### src/rtl/ahb_lite_arbiter.sv
// ============================================================================
// Module   : ahb_lite_arbiter
// Purpose  : Two-master AHB-Lite bus sharer with safe-point handover,
//            lock-timeout flag and per-master saturating transfer counters.
// Revision : 1.0  initial release
// ============================================================================
`default_nettype none

module ahb_lite_arbiter #(
    parameter int DEFAULT_MASTER = 0,
    parameter int LOCK_TIMEOUT   = 256,
    parameter int CNT_W          = 16
) (
    input  logic                 HCLK,
    input  logic                 HRESETn,
    input  logic [3:0]           m_htrans,
    input  logic [63:0]          m_haddr,
    input  logic [1:0]           m_hwrite,
    input  logic [5:0]           m_hsize,
    input  logic [5:0]           m_hburst,
    input  logic [1:0]           m_hmastlock,
    input  logic [63:0]          m_hwdata,
    output logic [1:0]           m_hready,
    output logic [1:0]           m_hresp,
    output logic [1:0]           HTRANS,
    output logic [31:0]          HADDR,
    output logic                 HWRITE,
    output logic [2:0]           HSIZE,
    output logic [2:0]           HBURST,
    output logic                 HMASTLOCK,
    output logic [31:0]          HWDATA,
    input  logic                 HREADY,
    input  logic                 HRESP,
    output logic                 owner,
    output logic                 lock_timeout,
    input  logic                 cnt_clr,
    output logic [2*CNT_W-1:0]   xfer_cnt
);

    localparam logic                c_DEFAULT_OWNER = 1'(DEFAULT_MASTER);
    localparam int                  c_WAIT_W        = $clog2(LOCK_TIMEOUT + 1);
    localparam logic [c_WAIT_W-1:0] c_WAIT_LAST     = c_WAIT_W'(LOCK_TIMEOUT - 1);
    localparam logic [1:0]          c_TRANS_IDLE    = 2'b00;

    logic                r_owner;
    logic                r_d_owner;
    logic [c_WAIT_W-1:0] r_wait_cnt;
    logic                r_lock_timeout;

    logic [1:0] w_req;
    logic [1:0] w_own_trans;
    logic       w_own_lock;
    logic       w_other_req;
    logic       w_handover;
    logic       w_lock_wait;

    assign w_req       = {m_htrans[3], m_htrans[1]};
    assign w_own_trans = r_owner ? m_htrans[3:2] : m_htrans[1:0];
    assign w_own_lock  = r_owner ? m_hmastlock[1] : m_hmastlock[0];
    assign w_other_req = r_owner ? w_req[0] : w_req[1];

    // Switch only when the owner is truly idle and unlocked, with the bus ready.
    assign w_handover  = HREADY && (w_own_trans == c_TRANS_IDLE) && !w_own_lock && w_other_req;
    assign w_lock_wait = w_own_lock && w_other_req;

    // Address-phase mux follows the owner; write data follows the data-phase owner.
    assign HTRANS    = w_own_trans;
    assign HADDR     = r_owner ? m_haddr[63:32] : m_haddr[31:0];
    assign HWRITE    = r_owner ? m_hwrite[1]    : m_hwrite[0];
    assign HSIZE     = r_owner ? m_hsize[5:3]   : m_hsize[2:0];
    assign HBURST    = r_owner ? m_hburst[5:3]  : m_hburst[2:0];
    assign HMASTLOCK = w_own_lock;
    assign HWDATA    = r_d_owner ? m_hwdata[63:32] : m_hwdata[31:0];

    assign m_hready = r_owner ? {HREADY, 1'b0} : {1'b0, HREADY};
    assign m_hresp  = r_owner ? {HRESP, 1'b0}  : {1'b0, HRESP};

    assign owner        = r_owner;
    assign lock_timeout = r_lock_timeout;

    always_ff @(posedge HCLK or negedge HRESETn) begin
        if (!HRESETn) begin
            r_owner   <= c_DEFAULT_OWNER;
            r_d_owner <= c_DEFAULT_OWNER;
        end else begin
            if (w_handover) begin
                r_owner <= ~r_owner;
            end
            if (HREADY) begin
                r_d_owner <= r_owner;
            end
        end
    end

    // Lock watchdog: flags only, never preempts the locked owner.
    always_ff @(posedge HCLK or negedge HRESETn) begin
        if (!HRESETn) begin
            r_wait_cnt     <= '0;
            r_lock_timeout <= 1'b0;
        end else begin
            if (!w_lock_wait) begin
                r_wait_cnt <= '0;
            end else if (r_wait_cnt != c_WAIT_LAST) begin
                r_wait_cnt <= r_wait_cnt + 1'b1;
            end

            if (cnt_clr) begin
                r_lock_timeout <= 1'b0;
            end else if (r_wait_cnt == c_WAIT_LAST) begin
                r_lock_timeout <= 1'b1;
            end
        end
    end

    for (genvar gi = 0; gi < 2; gi++) begin : g_cnt
        logic [CNT_W-1:0] r_cnt;
        logic             w_inc;

        assign w_inc = HREADY && (r_owner == 1'(gi)) && HTRANS[1];

        always_ff @(posedge HCLK or negedge HRESETn) begin
            if (!HRESETn) begin
                r_cnt <= '0;
            end else if (cnt_clr) begin
                r_cnt <= '0;
            end else if (w_inc && (r_cnt != {CNT_W{1'b1}})) begin
                r_cnt <= r_cnt + 1'b1;
            end
        end

        assign xfer_cnt[gi*CNT_W +: CNT_W] = r_cnt;
    end

endmodule

`default_nettype wire

### config.mk
export PLATFORM = sky130hd
export DESIGN_NAME = ahb_lite_arbiter
export DESIGN_NICKNAME = d
export VERILOG_FILES = /design/src/rtl/ahb_lite_arbiter.sv
export SDC_FILE = /design/constraint.sdc
export NUM_CORES = 1
export LEC_CHECK = 0
export BUFFER_PORTS_ARGS = -buffer_cell sky130_fd_sc_hd__buf_2
export CORE_AREA = 2 2 102 104
export CTS_CLUSTER_DIAMETER = 60
export CTS_CLUSTER_SIZE = 20
export DETAILED_ROUTE_END_ITERATION = 10
export DIE_AREA = 0 0 104 106
export PLACE_DENSITY = 0.72
export SYNTH_ARGS = -nofsm -noshare
export SYNTH_HDL_FRONTEND = slang
export SYNTH_SLANG_ARGS = --single-unit
### constraint.sdc
create_clock -name HCLK -period 5.8 [get_ports HCLK]
set_input_delay 0.29 -clock HCLK [delete_from_list [all_inputs] [get_ports HCLK]]
set_output_delay 0.29 -clock HCLK [all_outputs]
set_load 0.005 [all_outputs]
==> summary.txt <==
Synthesis
  – Post-synth ARST share: 100%
  – Post-synthesis area per instance: 9.46 µm²
  – Cell Area, Synth: 3290 µm²
  – Post-synth top area share: 33.5%
  – Synth warn: 0
  – Most used DFF post-synth: dfrtp_1
  – Unique masters post-synth: 39
  – Top post-synthesis cells by count: mux2_2, dfrtp_1, a21oi_1
  – Syn nets: 505
  – Most common cell in the netlist: mux2_2
  – Top cells by area, synth: dfrtp_1, mux2_2, a21oi_1
  – Seq/Total Area, Yosys: 33.5%
  – Yosys top cell by area: dfrtp_1
  – Yosys reg bits: 44
  – EDFF count, synth: 0
  – Mapped Cells: 348

Clock network
  – # hold bufs at CTS: 0
  – Clk sink count: 44
  – Post CTS Setup Buffer Count: 0
  – Number of CTS-inserted buffers: 5
  – CTS tree: yes
  – Max Root-Sink Buffers: 2
  – Reg clk slew, reported paths: 0.10 ns
  – Cells resized by post-CTS repair: 0
  – Skew-Pair Late Insertion Delay: 0.31 ns
  – H-tree Lvls: 2
  – Root buffer cell: clkbuf_8

Finish
  – Fillers: 1,001
  – Final #Nets: 757
  – Share of cells above drive strength 1: 59.4%
  – Final Util: 48.2%
  – Area growth syn-to-layout: 46.3%

Global routing
  – GRT Util Overall: 24.1%
  – Largest net degree at the start of global routing: 54
  – M1 GR Usage: 26.4%
  – Most used routing layer: met2
  – Gr ovfl total: 0
  – M3 GR Usage: 4.41%
  – Initial antenna violation count: 4
  – First-pass GRT wire length: 20.4 mm
  – Vias in the first global route: 3,714
  – M2 GR Usage: 46.7%

Flow run
  – Max_cap viols: 0

Setup path
  – Crit path cell chain: nand3_1 -> or4_1 -> or4_1 -> a21oi_1
  – Worst Path Required: 6.02 ns
  – Reg2Reg Setup Slack: 3.04 ns
  – Crit-path max cell delay: 1.06 ns
  – Critical path launch point type: flop
  – Crit Path Category: flop to flop
  – Worst-path fanout max: 53
  – Crit path max-delay family: simple AND/OR/NAND/NOR gates
  – R2R depth: 4
  – Arrival time worst endpoint: 2.99 ns
  – CP bufs+invs: 0
  – Worst r2r src: owner$_DFFE_PN0P_
  – Worst R2R End: g_cnt[1].r_cnt[12]$_DFFE_PN0P_
  – WP depth: 4
  – CP max stage cell: dfrtp_2
  – Top cell by count, worst path: or4_1
  – Critical path endpoint category: flop

Die
  – Row count: 37
  – Core Area: 10000 µm²
  – # IOs: 265
  – Die footprint: 11,000 µm²
  – Chip height: 106 µm
  – Die width: 104 µm
  – Initial Util: 32.9%

Route
  – DRC: 0
  – 1st-iter DRT viols: 233
  – Final ANT Viol Nets: 0
  – Total Wirelength: 13.9 mm
  – Vias: 3,832
  – Drt first pass iters: 5
  – WL/cell: 18.8 µm
  – Drt via density: 5.18

Place
  – Port bufs: 264
  – Detailed Place HPWL: 11.6 mm
  – Setup WS pre-CTS: 3.07 ns
  – Placer Congestion: 0.862

Timing
  – Max Clk Rate: 0.362 GHz
  – Clock skew: 0.0181 ns
  – Fin crit period: 2.76 ns
  – Endpoints failing setup: 0
  – Rel. slew slack: 29.3%
  – Final Cycle Share: 47.6%
  – Pin slew with the least headroom to its limit: 1.06 ns
  – Setup tns final: 0 ns
  – Final count of hold timing violations: 0
  – Final Max Tran Viols: 0
  – Worst setup margin: 3.04 ns
  – Hold WS: 0.124 ns
  – Unrepaired setup endpoints after global routing: false

Hold path
  – Worst hold path class: input port to asynchronous set/reset pin

Power and ir drop
  – Combinational fraction of design power: 27.7%
  – Power share of the clock group: 28.3%
  – Flop pwr share: 44.0%
  – Static leakage: 2.38 nW
  – Sw Pwr: 0.214 mW
  – Pwr dens: 150 nW/µm²
  – Internal power: 0.508 mW
  – Switching Fraction: 29.6%
  – Max VDD drop: 81.0 µV

Outcome
  – Status: complete, no violations
layer usage:
layer / wire length [µm] / part of all wire (%) / up-vias
li1: - / - / 1820
met1: 5090 / 37 / 1807
met3: 935 / 6.7 / 23
met2: 7460 / 54 / 180
met4: 405 / 2.9 / 2
met5: 13 / 0.093 / -
layout by cell type (no fill, tap or decap), types with 3 or more instances in the layout:
cell / n
nor2b_1: 5
inv_1: 8
diode_2: 3
o41ai_1: 4
nand2_1: 20
and2_1: 3
buf_2: 264
nor2_1: 22
o21ai_0: 12
or4_1: 14
o31ai_1: 12
or3_1: 9
nor4_1: 8
a21oi_1: 27
and3_1: 3
and4_1: 3
nor3_1: 6
dfrtp_1: 43
nand3_1: 13
ha_1: 4
nand4_1: 9
clkbuf_8: 5
o311ai_0: 3
xor2_1: 3
mux2_2: 78
worst max path at each step:
stage                                           endpoint  slack (ns)              start
after global placement    g_cnt[1].r_cnt[12]$_DFFE_PN0P_        3.16  owner$_DFFE_PN0P_
after detailed placement  g_cnt[1].r_cnt[12]$_DFFE_PN0P_        3.07  owner$_DFFE_PN0P_
final                     g_cnt[1].r_cnt[12]$_DFFE_PN0P_        3.04  owner$_DFFE_PN0P_
after floorplan           g_cnt[0].r_cnt[15]$_DFFE_PN0P_        3.82  owner$_DFFE_PN0P_
after global routing      g_cnt[1].r_cnt[12]$_DFFE_PN0P_        2.83  owner$_DFFE_PN0P_
after CTS                 g_cnt[1].r_cnt[12]$_DFFE_PN0P_        3.03  owner$_DFFE_PN0P_
area by class of cell:
| type | instances | area, µm² | share of cell area [%] |
|---|---|---|---|
| diodes | 3 | 7.51 | 0.156 |
| clock buffers | 5 | 68.8 | 1.43 |
| clock inverters | 3 | 23.8 | 0.494 |
| inverters | 8 | 30.0 | 0.624 |
| multi-input cells | 275 | 2080 | 43.1 |
| flip-flops and latches | 44 | 1100 | 22.9 |
| well taps | 136 | 170 | 3.53 |
| repair buffers | 266 | 1340 | 27.7 |
through the flow:
step / instance area [µm²] / total power [mW] / instances
5_1_grt: 4810 / 0.757 / 739
3_5_place_dp: 4720 / 0.524 / 729
2_1_floorplan: 3290 / 0.404 / 348
4_1_cts: 4810 / 0.726 / 737
6_report: 4820 / 0.721 / 740
3_3_place_gp: 4720 / 0.522 / 729
sequential cells by signal, summed over array words and instances (netlist names):
| register | flops |
|---|---|
| g_cnt.r_cnt | 32 |
| owner | 1 |
| r_d_owner | 1 |
| lock_timeout | 1 |
| r_wait_cnt | 9 |
power by group through the flow:
| stage | Sequential [mW] | Combinational [mW] | Clock [mW] |
|---|---|---|---|
| 2_1_floorplan | 0.318 | 0.0865 | 0 |
| 3_3_place_gp | 0.323 | 0.198 | 0 |
| 3_5_place_dp | 0.324 | 0.201 | 0 |
| 4_1_cts | 0.318 | 0.202 | 0.206 |
| 5_1_grt | 0.319 | 0.216 | 0.222 |
| 6_report | 0.317 | 0.199 | 0.204 |
cell families (layout without fill, tap and decap cells):
logic type	Yosys count	after routing	synth area share (%)
fa+ha+maj	4	4	1.52
xor+xnor	5	5	1.33
simple gates	123	123	21.0
mux	80	80	27.3
other cells	0	3	0
flops	44	44	33.5
compound gates	63	63	11.8
buf+inv	29	282	3.61
Note: power is estimated with default switching activity, not from simulation.
